### src/rtl/serial_adder_pkg.sv
// -----------------------------------------------------------------------------
// serial_adder_pkg
// Shared types and helpers for the digit-serial adder/subtractor.
//   state_t    : control states IDLE / RUN / DONE
//   cnt_width  : width of the digit counter, clog2(ndig) but never below 1
// -----------------------------------------------------------------------------
package serial_adder_pkg;

    typedef enum logic [1:0] {
        IDLE = 2'd0,
        RUN  = 2'd1,
        DONE = 2'd2
    } state_t;

    // A single-digit configuration still needs a 1-bit counter to be legal.
    function automatic int cnt_width(input int ndig);
        return (ndig <= 1) ? 1 : $clog2(ndig);
    endfunction

endpackage

### src/rtl/serial_adder_digit_adder.sv
// -----------------------------------------------------------------------------
// digit_adder
// Purely combinational DIGIT-bit ripple adder slice.
// Ports:
//   a_d, b_d  : DIGIT-bit operand digits
//   cin       : carry into bit 0
//   s_d       : DIGIT-bit sum digit
//   cout      : carry out of the top bit
//   c_msb_in  : carry into the top bit (used for signed overflow)
// -----------------------------------------------------------------------------
module digit_adder #(
    parameter int DIGIT = 4
) (
    input  logic [DIGIT-1:0] a_d,
    input  logic [DIGIT-1:0] b_d,
    input  logic             cin,
    output logic [DIGIT-1:0] s_d,
    output logic             cout,
    output logic             c_msb_in
);

    logic [DIGIT:0] carry_s;

    // Bit-level ripple chain; carry_s[i] is the carry into bit i.
    always_comb begin
        carry_s    = '0;
        s_d        = '0;
        carry_s[0] = cin;
        for (int i = 0; i < DIGIT; i++) begin
            s_d[i]       = a_d[i] ^ b_d[i] ^ carry_s[i];
            carry_s[i+1] = (a_d[i] & b_d[i]) | (carry_s[i] & (a_d[i] ^ b_d[i]));
        end
    end

    assign cout     = carry_s[DIGIT];
    assign c_msb_in = carry_s[DIGIT-1];

endmodule

### src/rtl/serial_adder.sv
// -----------------------------------------------------------------------------
// serial_adder
// Digit-serial adder/subtractor: adds two WIDTH-bit operands DIGIT bits per
// cycle, LSB digit first, using one digit_adder slice and a registered carry.
// Optional feature macro: SERIAL_ADDER_OVF_EN adds the ovf output
// (two's-complement signed overflow of the selected operation).
// Ports:
//   clk, rst_n           : clock, asynchronous active-low reset
//   in_valid / in_ready  : operand handshake (in_ready high only in IDLE)
//   a, b, c_in, sub      : operands, carry-in (add only), 1 = subtract a-b
//   out_valid / out_ready: result handshake (out_valid high only in DONE)
//   sum, c_out           : result and carry out of MSB (sub: 1 = no borrow)
//   ovf                  : signed overflow (only with SERIAL_ADDER_OVF_EN)
// -----------------------------------------------------------------------------
module serial_adder
    import serial_adder_pkg::*;
#(
    parameter int WIDTH = 32,
    parameter int DIGIT = 4
) (
    input  logic             clk,
    input  logic             rst_n,
    input  logic             in_valid,
    output logic             in_ready,
    input  logic [WIDTH-1:0] a,
    input  logic [WIDTH-1:0] b,
    input  logic             c_in,
    input  logic             sub,
    output logic             out_valid,
    input  logic             out_ready,
    output logic [WIDTH-1:0] sum,
    output logic             c_out
`ifdef SERIAL_ADDER_OVF_EN
    ,
    output logic             ovf
`endif
);

    localparam int NDIG = WIDTH / DIGIT;
    localparam int CW   = cnt_width(NDIG);
    localparam logic [CW-1:0] LAST_DIG = CW'(NDIG - 1);

    generate
        if ((WIDTH < 1) || (DIGIT < 1) || ((WIDTH % DIGIT) != 0)) begin : g_bad_params
            $error("serial_adder: WIDTH (%0d) must be >= 1 and a multiple of DIGIT (%0d)",
                   WIDTH, DIGIT);
        end
    endgenerate

    state_t            state_r;
    logic [WIDTH-1:0]  a_r;
    logic [WIDTH-1:0]  b_r;
    logic              carry_r;
    logic [CW-1:0]     cnt_r;
    logic [WIDTH-1:0]  sum_r;
    logic              c_out_r;
    logic              ovf_r;

    logic [DIGIT-1:0]  slice_sum_s;
    logic              slice_cout_s;
    logic              slice_cmsb_s;
    logic [WIDTH-1:0]  sum_next_s;

    digit_adder #(.DIGIT(DIGIT)) u_digit (
        .a_d      (a_r[DIGIT-1:0]),
        .b_d      (b_r[DIGIT-1:0]),
        .cin      (carry_r),
        .s_d      (slice_sum_s),
        .cout     (slice_cout_s),
        .c_msb_in (slice_cmsb_s)
    );

    // New digit enters at the MSB end; after NDIG shifts the LSB digit sits at bit 0.
    // Written with shifts so that DIGIT == WIDTH needs no special-case slicing.
    assign sum_next_s = (sum_r >> DIGIT) | (WIDTH'(slice_sum_s) << (WIDTH - DIGIT));

    // Control FSM and datapath registers.
    always_ff @(posedge clk or negedge rst_n) begin
        if (!rst_n) begin
            state_r <= IDLE;
            a_r     <= '0;
            b_r     <= '0;
            carry_r <= 1'b0;
            cnt_r   <= '0;
            sum_r   <= '0;
            c_out_r <= 1'b0;
            ovf_r   <= 1'b0;
        end else begin
            case (state_r)
                IDLE: begin
                    if (in_valid) begin
                        // Subtraction is a + ~b + 1: invert b once here, seed carry with 1.
                        a_r     <= a;
                        b_r     <= b ^ {WIDTH{sub}};
                        carry_r <= sub ? 1'b1 : c_in;
                        cnt_r   <= '0;
                        state_r <= RUN;
                    end
                end
                RUN: begin
                    a_r     <= a_r >> DIGIT;
                    b_r     <= b_r >> DIGIT;
                    carry_r <= slice_cout_s;
                    sum_r   <= sum_next_s;
                    cnt_r   <= cnt_r + CW'(1);
                    if (cnt_r == LAST_DIG) begin
                        c_out_r <= slice_cout_s;
                        // On the last digit the slice's top bit is the operand MSB.
                        ovf_r   <= slice_cmsb_s ^ slice_cout_s;
                        state_r <= DONE;
                    end
                end
                DONE: begin
                    if (out_ready) begin
                        state_r <= IDLE;
                    end
                end
                default: begin
                    state_r <= IDLE;
                end
            endcase
        end
    end

    assign in_ready  = (state_r == IDLE);
    assign out_valid = (state_r == DONE);
    assign sum       = sum_r;
    assign c_out     = c_out_r;

`ifdef SERIAL_ADDER_OVF_EN
    assign ovf = ovf_r;
`else
    logic unused_ovf_s;
    assign unused_ovf_s = ovf_r;
`endif

endmodule

### config.mk
export PLATFORM = sky130hd
export DESIGN_NAME = serial_adder
export DESIGN_NICKNAME = d
export VERILOG_FILES = /design/src/rtl/serial_adder_pkg.sv /design/src/rtl/serial_adder_digit_adder.sv /design/src/rtl/serial_adder.sv
export SDC_FILE = /design/constraint.sdc
export NUM_CORES = 1
export LEC_CHECK = 0
export ABC_AREA = 1
export ABC_CLOCK_PERIOD_IN_PS = 1850
export CAP_MARGIN = 20
export CORE_MARGIN = 5
export CORE_UTILIZATION = 48
export CTS_BUF_LIST = sky130_fd_sc_hd__clkbuf_8
export DETAILED_ROUTE_END_ITERATION = 12
export PLACE_DENSITY = 0.84
export SYNTH_ARGS = -nofsm -noshare
export SYNTH_HDL_FRONTEND = slang
export SYNTH_HIERARCHICAL = 1
export SYNTH_SLANG_ARGS = --single-unit
### constraint.sdc
create_clock -name clk -period 1.85 [get_ports clk]
set_input_delay 0.37 -clock clk [delete_from_list [all_inputs] [get_ports clk]]
set_output_delay 0.37 -clock clk [all_outputs]
set_load 0.005 [all_outputs]
# After elaboration in Yosys (flattened, before gate mapping)
# Cells that the tools add are included.
[totals]
reg_bits = 103
word_cells = 54
inputBits = 70
[op_classes]
n_eq_ne = 6
n_mux = 13
bitwise = 22
add_sub_neg = 1
reduce_logical = 5
[ops]
columns = ["operator", "count"]
rows = [
  ["32-bit one-hot mux with 2 select lines", 2],
  ["32-bit 2-to-1 mux", 2],
  ["28-bit by 32-bit bitwise OR with 32-bit output", 1],
  ["32-bit XOR", 1],
  ["1-bit AND", 8],
  ["1-bit XOR", 8],
  ["2-bit 2-to-1 mux", 3],
  ["2-bit one-hot mux with 3 select lines", 1],
  ["3-bit one-hot mux with 2 select lines", 1],
  ["2-bit != test (second input constant)", 2],
  ["1-bit bitwise OR", 4],
  ["2-bit AND reduction", 2],
  ["3-bit by 1-bit adder with 3-bit output (second input constant)", 1],
  ["3-bit == test (second input constant)", 1],
  ["3-bit 2-to-1 mux", 1],
  ["3-bit AND reduction", 1],
  ["2-bit by 1-bit == test with 1-bit output (second input constant)", 1],
  ["2-bit == test (second input constant)", 1],
  ["2-bit logical NOT", 1],
  ["1-bit 2-to-1 mux", 2],
  ["2-bit by 1-bit != test with 1-bit output (second input constant)", 1],
  ["1-bit one-hot mux with 2 select lines", 1],
  ["2-bit nonzero test", 1],
]

# Logic depth before layout (Yosys ltp)
# Gate-level depths: netlist of the first run.
[logic_depth]
depth_word = 10
ltp_mapped = 10
depth_no_buf = 10

# Cells and area by module
# Netlist of the first run, hierarchy kept.
[modules_own_cells]
columns = ["module", "area_per_inst_um2", "instances", "cells_per_inst", "seq_area_each_um2"]
rows = [
  ["serial_adder", 4919.7, 1, 625, 2577.5],
  ["digit_adder", 110.1, 1, 12, 0.0],
]

# Worst setup path before layout of the first run
# Ideal clock, no wire load.
[synth_path]
kind = "register to register"
from = "register a_r[0]"
to = "register sum_r[31] (netlist: sum[31])"
synth_period_minus_slack_ns = 1.964
arrival_time_ns = 1.848
t_required_ns = 1.733
setup_time_ns = 0.117
path_buffers = 0
setup_slack_ns = -0.114
path_stages_with_launch = 9
cell_sequence = "dfrtp_1 > fa_1 > inv_1 > fa_1 > fa_1 > inv_1 > fa_1 > nand2_1 > nand2_1"
[synth_via]
elab_chain_len = 9
elab_cells_between_ends = 10
classes_between = "bitwise: 10"
[synth_lines]
columns = ["element", "line", "text"]
rows = [
  ["from (decl)", "serial_adder.sv:51", "logic [WIDTH-1:0] a_r;"],
  ["from (signal assigned)", "serial_adder.sv:101", "a_r <= a_r >> DIGIT;"],
  ["1-bit XOR", "serial_adder_digit_adder.sv:31", "carry_s[i+1] = (a_d[i] & b_d[i]) | (carry_s[i] & (a_d[i] ^ b_d[i]));"],
  ["1-bit AND", "serial_adder_digit_adder.sv:31", ""],
  ["1-bit bitwise OR (*)", "serial_adder_digit_adder.sv:31", ""],
  ["1-bit AND (*)", "serial_adder_digit_adder.sv:31", ""],
  ["1-bit bitwise OR (*)", "serial_adder_digit_adder.sv:31", ""],
  ["1-bit AND (*)", "serial_adder_digit_adder.sv:31", ""],
  ["1-bit bitwise OR (*)", "serial_adder_digit_adder.sv:31", ""],
  ["net slice_cmsb_s", "serial_adder.sv:61", "logic slice_cmsb_s;"],
  ["1-bit XOR (*)", "serial_adder_digit_adder.sv:30", "s_d[i] = a_d[i] ^ b_d[i] ^ carry_s[i];"],
  ["net slice_sum_s[3]", "serial_adder.sv:59", "logic [DIGIT-1:0] slice_sum_s;"],
  ["28-bit by 32-bit bitwise OR with 32-bit output (*)", "serial_adder.sv:75", "assign sum_next_s = (sum_r >> DIGIT) | (WIDTH'(slice_sum_s) << (WIDTH - DIGIT));"],
  ["to (signal assigned)", "serial_adder.sv:104", "sum_r <= sum_next_s;"],
  ["to (decl)", "serial_adder.sv:55", "logic [WIDTH-1:0] sum_r;"],
]
# Mark *: on every way through the listed nets, which the timed path passes. The rest lies on a longest branch.
# A chain may end at the register's enable or synchronous reset.

# Worst setup path after layout of the first run
# Ends and elaborated chain as after synthesis.

==> results_dict.tcl, run 1 <==
set metrics [dict create \
    crit_path_frequent_cell "fa_2" \
    grt_overflow_total 0 \
    use_met3_pct 4.960 \
    dp_hpwl_um 8294 \
    p_per_area_nw_per_um2 1400 \
    fin_crit_ns 2.033 \
    synth_area_um2 5030 \
    cts.sinks 103 \
    yosysSeqAreaShare_pct 51.24 \
    groute.usage.overall_pct 19.46 \
    total_power_w 0.009052 \
    grt_max_degree 61 \
    hold_ws_ns 0.4723 \
    fmax_mhz 492.0 \
    avgSynthCellArea_um2 7.896 \
    avgViaCountPerCell 5.077 \
    clockBufferDepth 2 \
    fin_crit_sh_pct 109.9 \
    htreeDepth 3 \
    power_frac_seq_pct 41.3 \
    dieArea_um2 12630 \
    yosysWarnings 6 \
    ys_top_cells_by_area "dfrtp_1, nand2_1, nand3_1, inv_1, buf_4" \
    fin_area_um2 6466 \
    clockPowerShare_pct 15.9 \
    grt_antenna_before_repair 0 \
    yosysTopAreaCell "dfrtp_1" \
    start_util_pct 48.94 \
    use_met2_pct 30.87 \
    first_pass_iters 4 \
    critical_path.cell_chain "fa_2 -> inv_2 -> fa_2 -> fa_2 -> inv_2 -> fa_2 -> nand2_1 -> nand2_1" \
    p_sw_w 0.003467 \
    violations "negative setup slack" \
    ys_seq_elements 103 \
    clk_latency_ns 0.38 \
    vias 4427 \
    place_area_um2 6195 \
    maxCapViolations 0 \
    relSlewSlack_pct 69.53 \
    grt_first_pass_wirelength_um 20380 \
    comb_power_share_pct 42.7 \
    syn_to_final_growth_pct 28.56 \
    p_int_w 0.005585 \
    ir_worst_vdd_mv 0.5601 \
    power.leakage_nw 3.213 \
    setup_viol 3 \
    crit_path_start_kind "register" \
    die_h_um 112.4 \
    skew_ns 0.009384 \
    avgRoutedWirePerCell_um 13.67 \
    drive_gt1_share_pct 8.016 \
    io_buffers 104 \
    hold_class "input port to async pin" \
    rows 37 \
    syn_nets 713 \
    dr.first_iter.drc_count 335 \
    ctsRootBufferMaster "clkbuf_8" \
    cp_data_required_time_ns 2.12 \
    core_um2 10280 \
    antennaDiodeCount 0 \
    critPathSlowestCell "fa_2" \
    status "finished, violations left" \
    yosysTopAreaCellShare_pct 51.24 \
    num_io_pins 105 \
    clk_pin_slew_worst_paths_ns 0.10 \
    setup.worst_path.class "register to register" \
    cts_tree "yes" \
    fin_nets 807 \
    r2r_slack_ns -0.18 \
    crit_path_max_fanout 2 \
    final_core_util_pct 62.92 \
    cp-end-kind "register" \
    wl_um 11920 \
    dp_slack_ns -0.2095 \
    synth_cells 637 \
    drc 0 \
    gp_congestion 0.7985 \
    slew_violations 0 \
    yosysUniqueCellTypes 21 \
    cpPeakStageDelay_ns 0.42 \
    numCtsBuffers 9 \
    rsz0062_at_grt "true" \
    busiest_layer "met2" \
    hold_viol_final 0 \
    die_w_um 112.4 \
    swShare_pct 38.30 \
    grt_pass1_vias 4195 \
    final.setup.worst_slack_ns -0.1826 \
    worst_ep_arrival_time_ns 2.30 \
    tightest_slew_ns 0.4564 \
    ant_nets 0 \
    met1_usage_pct 27.02 \
]
## layout make-up
type                            count  area (µm²)
Clock buffer                        9       123.9
Clock inverter                      7       78.83
Fill cell                         897        3811
Inverter                           56       210.2
Multi-Input combinational cell    435        2029
Sequential cell                   103        2580
Tap cell                          136       170.2
Timing Repair Buffer              126        1274
## cells in the mapped netlist
master	number
o22ai_1	1
inv_2	3
o21ai_1	7
nand2_2	1
nor2_4	1
dfrtp_1	103
buf_2	16
xor2_1	4
inv_1	53
nand3_1	153
o21ai_0	24
buf_6	1
nor2_1	4
clkbuf_1	8
nor2_2	1
a21oi_1	1
o31ai_1	1
nand2_1	231
fa_1	4
ha_1	2
buf_4	18
## through the flow
stage / std cells / TNS [ns]
final: 872 / -0.4541
after global routing: 872 / -0.6497
after CTS: 871 / -0.4062
after detailed placement: 851 / -0.5735
after global placement: 851 / -0.2753
after floorplan: 637 / -0.1372
## placed cells by master (no fill, tap or decap), types with 3 or more instances in the layout
| master | instances |
|---|---|
| clkdlybuf4s50_1 | 101 |
| clkbuf_8 | 9 |
| o21ai_0 | 24 |
| o21ai_1 | 6 |
| buf_4 | 16 |
| inv_2 | 7 |
| nand3_1 | 151 |
| clkinvlp_4 | 3 |
| nor2_4 | 3 |
| nor2_1 | 3 |
| fa_2 | 4 |
| buf_12 | 5 |
| dfrtp_1 | 101 |
| xor2_1 | 4 |
| nand2_1 | 230 |
| inv_1 | 49 |
## registers in the layout (all words and copies together), names as in the netlist
name / flops
a_r: 32
carry_r: 1
state_r: 2
c_out: 1
b_r: 32
cnt_r: 3
sum: 32
## power groups by stage
stage	Combinational, W	Sequential [W]	Clock (W)
floorplan	0.00237	0.00368	0
global placement	0.00363	0.00375	0
detailed placement	0.00377	0.00380	0
CTS	0.00387	0.00374	0.00146
global route	0.00433	0.00386	0.00159
finish	0.00387	0.00374	0.00144
## layer usage
| layer | wire [µm] | up-vias | part of all wire [%] |
|---|---|---|---|
| li1 | - | 2210 | - |
| met1 | 5194 | 2085 | 44 |
| met2 | 5931 | 118 | 50 |
| met3 | 641 | 14 | 5.4 |
| met4 | 153 | 0 | 1.3 |
| met5 | 0 | - | 0 |
## worst max-delay path: cells and delay by family (launching register included)
family	cells	cell delay [ns]
adder cells (fa/ha/maj)	4	1.31
buffers and inverters	2	0.10
flip-flops	1	0.40
AND/OR/NAND/NOR	2	0.12
## cell families (layout without fill, tap and decap cells)
logic type | count (synthesis) | after routing | share of synthesized area, %
simple gates | 391 | 391 | 33.23
fa+ha+maj | 6 | 6 | 2.090
buf+inv | 99 | 198 | 9.279
compound gates | 34 | 34 | 3.458
xor+xnor | 4 | 4 | 0.6964
flops | 103 | 103 | 51.24
## path summary, 6_finish.rpt
kind | from | endpoint | depth (start not counted)
min in group clk | cnt_r[0] | cnt_r[0] | 1
min | rst_n | b_r[13] | 2
max reg2reg | a_r[0] | sum[31] | 8
max in group asynchronous | rst_n | a_r[29] | 3
max | a_r[0] | sum[31] | 8
min reg2reg | cnt_r[0] | cnt_r[0] | 1
## timing repair
| action | in CTS | in global routing |
|---|---|---|
| setup endpoints to repair | 5 | 5 |
| pin swaps | 3 | 2 |
| hold buffers | 1 | 0 |
| hold endpoints to repair | 29 | 0 |
| gates resized for setup | 9 | 4 |
| setup buffers | 3 | 1 |
Power figures use the tool's default switching activity.
==> run 2, diff against run 1 <==
CORE_ASPECT_RATIO = 1.1   (was not set)
TNS_END_PERCENT = 100   (was not set)
==> run 2 against run 1 <==
Net effect: the flow still finishes with violations (negative setup slack); critical endpoint unchanged; clock skew barely moved; register-to-register slack is essentially flat; critical path type unchanged; total power rose by 0.64%; via count is 1.3% higher; clock-buffer cell count stayed put.
==> results_dict.tcl, run 2 (synthesized netlist as in run 1, its figures left out) <==
set metrics [dict create \
    grt_antenna_before_repair 0 \
    rsz0062_at_grt "true" \
    cts.sinks 103 \
    hold_class "input port to async pin" \
    core_um2 10340 \
    io_buffers 104 \
    r2r_slack_ns -0.18 \
    clk_pin_slew_worst_paths_ns 0.09 \
    slew_violations 0 \
    r2r_start "carry_r" \
    syn_to_final_growth_pct 28.96 \
    crit_path_start_kind "register" \
    setup.worst_path.class "register to register" \
    clockBufferDepth 2 \
    cp_data_required_time_ns 2.10 \
    drive_gt1_share_pct 7.609 \
    first_pass_iters 5 \
    dp_hpwl_um 8450 \
    dr.first_iter.drc_count 227 \
    grt_max_degree 49 \
    fin_nets 807 \
    cts_tree "yes" \
    htreeDepth 3 \
    avgViaCountPerCell 5.100 \
    p_per_area_nw_per_um2 1405 \
    final.setup.worst_slack_ns -0.1845 \
    die_w_um 107.6 \
    fin_crit_sh_pct 110.0 \
    fmax_mhz 491.5 \
    relSlewSlack_pct 68.39 \
    groute.usage.overall_pct 19.82 \
    status "finished, violations left" \
    violations "negative setup slack" \
    grt_first_pass_wirelength_um 20890 \
    layout_common_cells "nand2_1, nand3_1, dfrtp_1, clkdlybuf4s50_1, inv_1" \
    ir_worst_vdd_mv 0.6167 \
    ant_nets 0 \
    die_h_um 117.4 \
    dieArea_um2 12630 \
    antennaDiodeCount 0 \
    rows 39 \
    gp_congestion 0.8172 \
    crit_path_max_fanout 2 \
    avgRoutedWirePerCell_um 13.70 \
    start_util_pct 48.62 \
    fillers 901 \
    hold_viol_final 0 \
    drc 0 \
    power.leakage_nw 3.239 \
    num_io_pins 105 \
    numCtsBuffers 9 \
    setup_tns_ns -0.3909 \
    fin_crit_ns 2.035 \
    cp-startpoint "carry_r" \
    total_power_w 0.009110 \
    maxCapViolations 0 \
    grt_overflow_total 0 \
    setup_viol 3 \
    grt_pass1_vias 4455 \
    layout_commonest_cell "nand2_1" \
    dp_slack_ns -0.1885 \
    skew_ns 0.009218 \
    vias 4483 \
    tightest_slew_ns 0.4737 \
    ctsRootBufferMaster "clkbuf_8" \
    wl_um 12040 \
    clk_latency_ns 0.36 \
    worst_ep_arrival_time_ns 2.28 \
    cp-end-kind "register" \
]
==> run 2: changes by cell type in the layout (fill, tap and decap cells not counted) <==
cell | previous run | this run
bufinv_16 | 1 | 2
clkinv_2 | 0 | 1
clkinvlp_4 | 3 | 0
inv_1 | 49 | 52
inv_2 | 7 | 6
inv_6 | 2 | 0
clkinv_4 | 1 | 2
==> run 2: path summary, 6_finish.rpt <==
check                      endpoint  cells past startpoint
setup reg to reg            sum[31]                      8
max in group asynchronous   b_r[21]                      3
min in group clk             b_r[2]                      2
setup / recovery            sum[31]                      8
hold reg to reg              b_r[2]                      2
hold / removal              b_r[13]                      2
==> run 2: metrics by stage <==
stage	instances	util (%)	hold slack [ns]	cell area [µm²]
final	879	62.70	0.4722	6486
after global placement	859	60.04	0.3195	6211
after detailed placement	859	60.04	0.3248	6211
after global routing	879	62.70	0.5182	6486
after CTS	879	62.58	0.4746	6474
after floorplan	637	-	0.07441	5037
==> run 2: repair_timing <==
action	CTS	global route
buffers inserted	3	0
setup endpoints to repair	5	4
resized for setup	9	3
endpoints found under the hold margin	26	0
hold buffers	1	0
pin swaps	3	0
==> run 2: routing by layer <==
layer	up-vias	share of wire, %	track usage, %
met2	141	49	31.84
met1	2117	43	27.28
met4	0	1.8	5.762
met3	18	6.1	3.901
met5	-	0	0
li1	2207	-	-
==> run 2: worst max-delay path, stage by stage (launching register included) <==
cell and delay [ns]:
dfrtp_1 0.39, fa_2 0.22, inv_2 0.04, fa_2 0.33, fa_2 0.35, inv_2 0.06, fa_2 0.42, nand2_1 0.08
nand2_1 0.05
==> run 2: cell type report <==
cell class | count | area (µm²) | area share, %
flip-flops and latches | 103 | 2580 | 39.78
clock inverters | 7 | 90.09 | 1.389
clock buffers | 9 | 123.9 | 1.910
inverters | 56 | 210.2 | 3.241
multi-input cells | 435 | 2029 | 31.29
well taps | 143 | 178.9 | 2.758
repair buffers | 126 | 1274 | 19.64
==> run 2: report_power, final <==
part | total [W] | internal, W | switching (W)
Combinational | 0.00385 | 0.00174 | 0.00211
Clock | 0.00151 | 0.000756 | 0.000753
Sequential | 0.00375 | 0.00318 | 0.000566
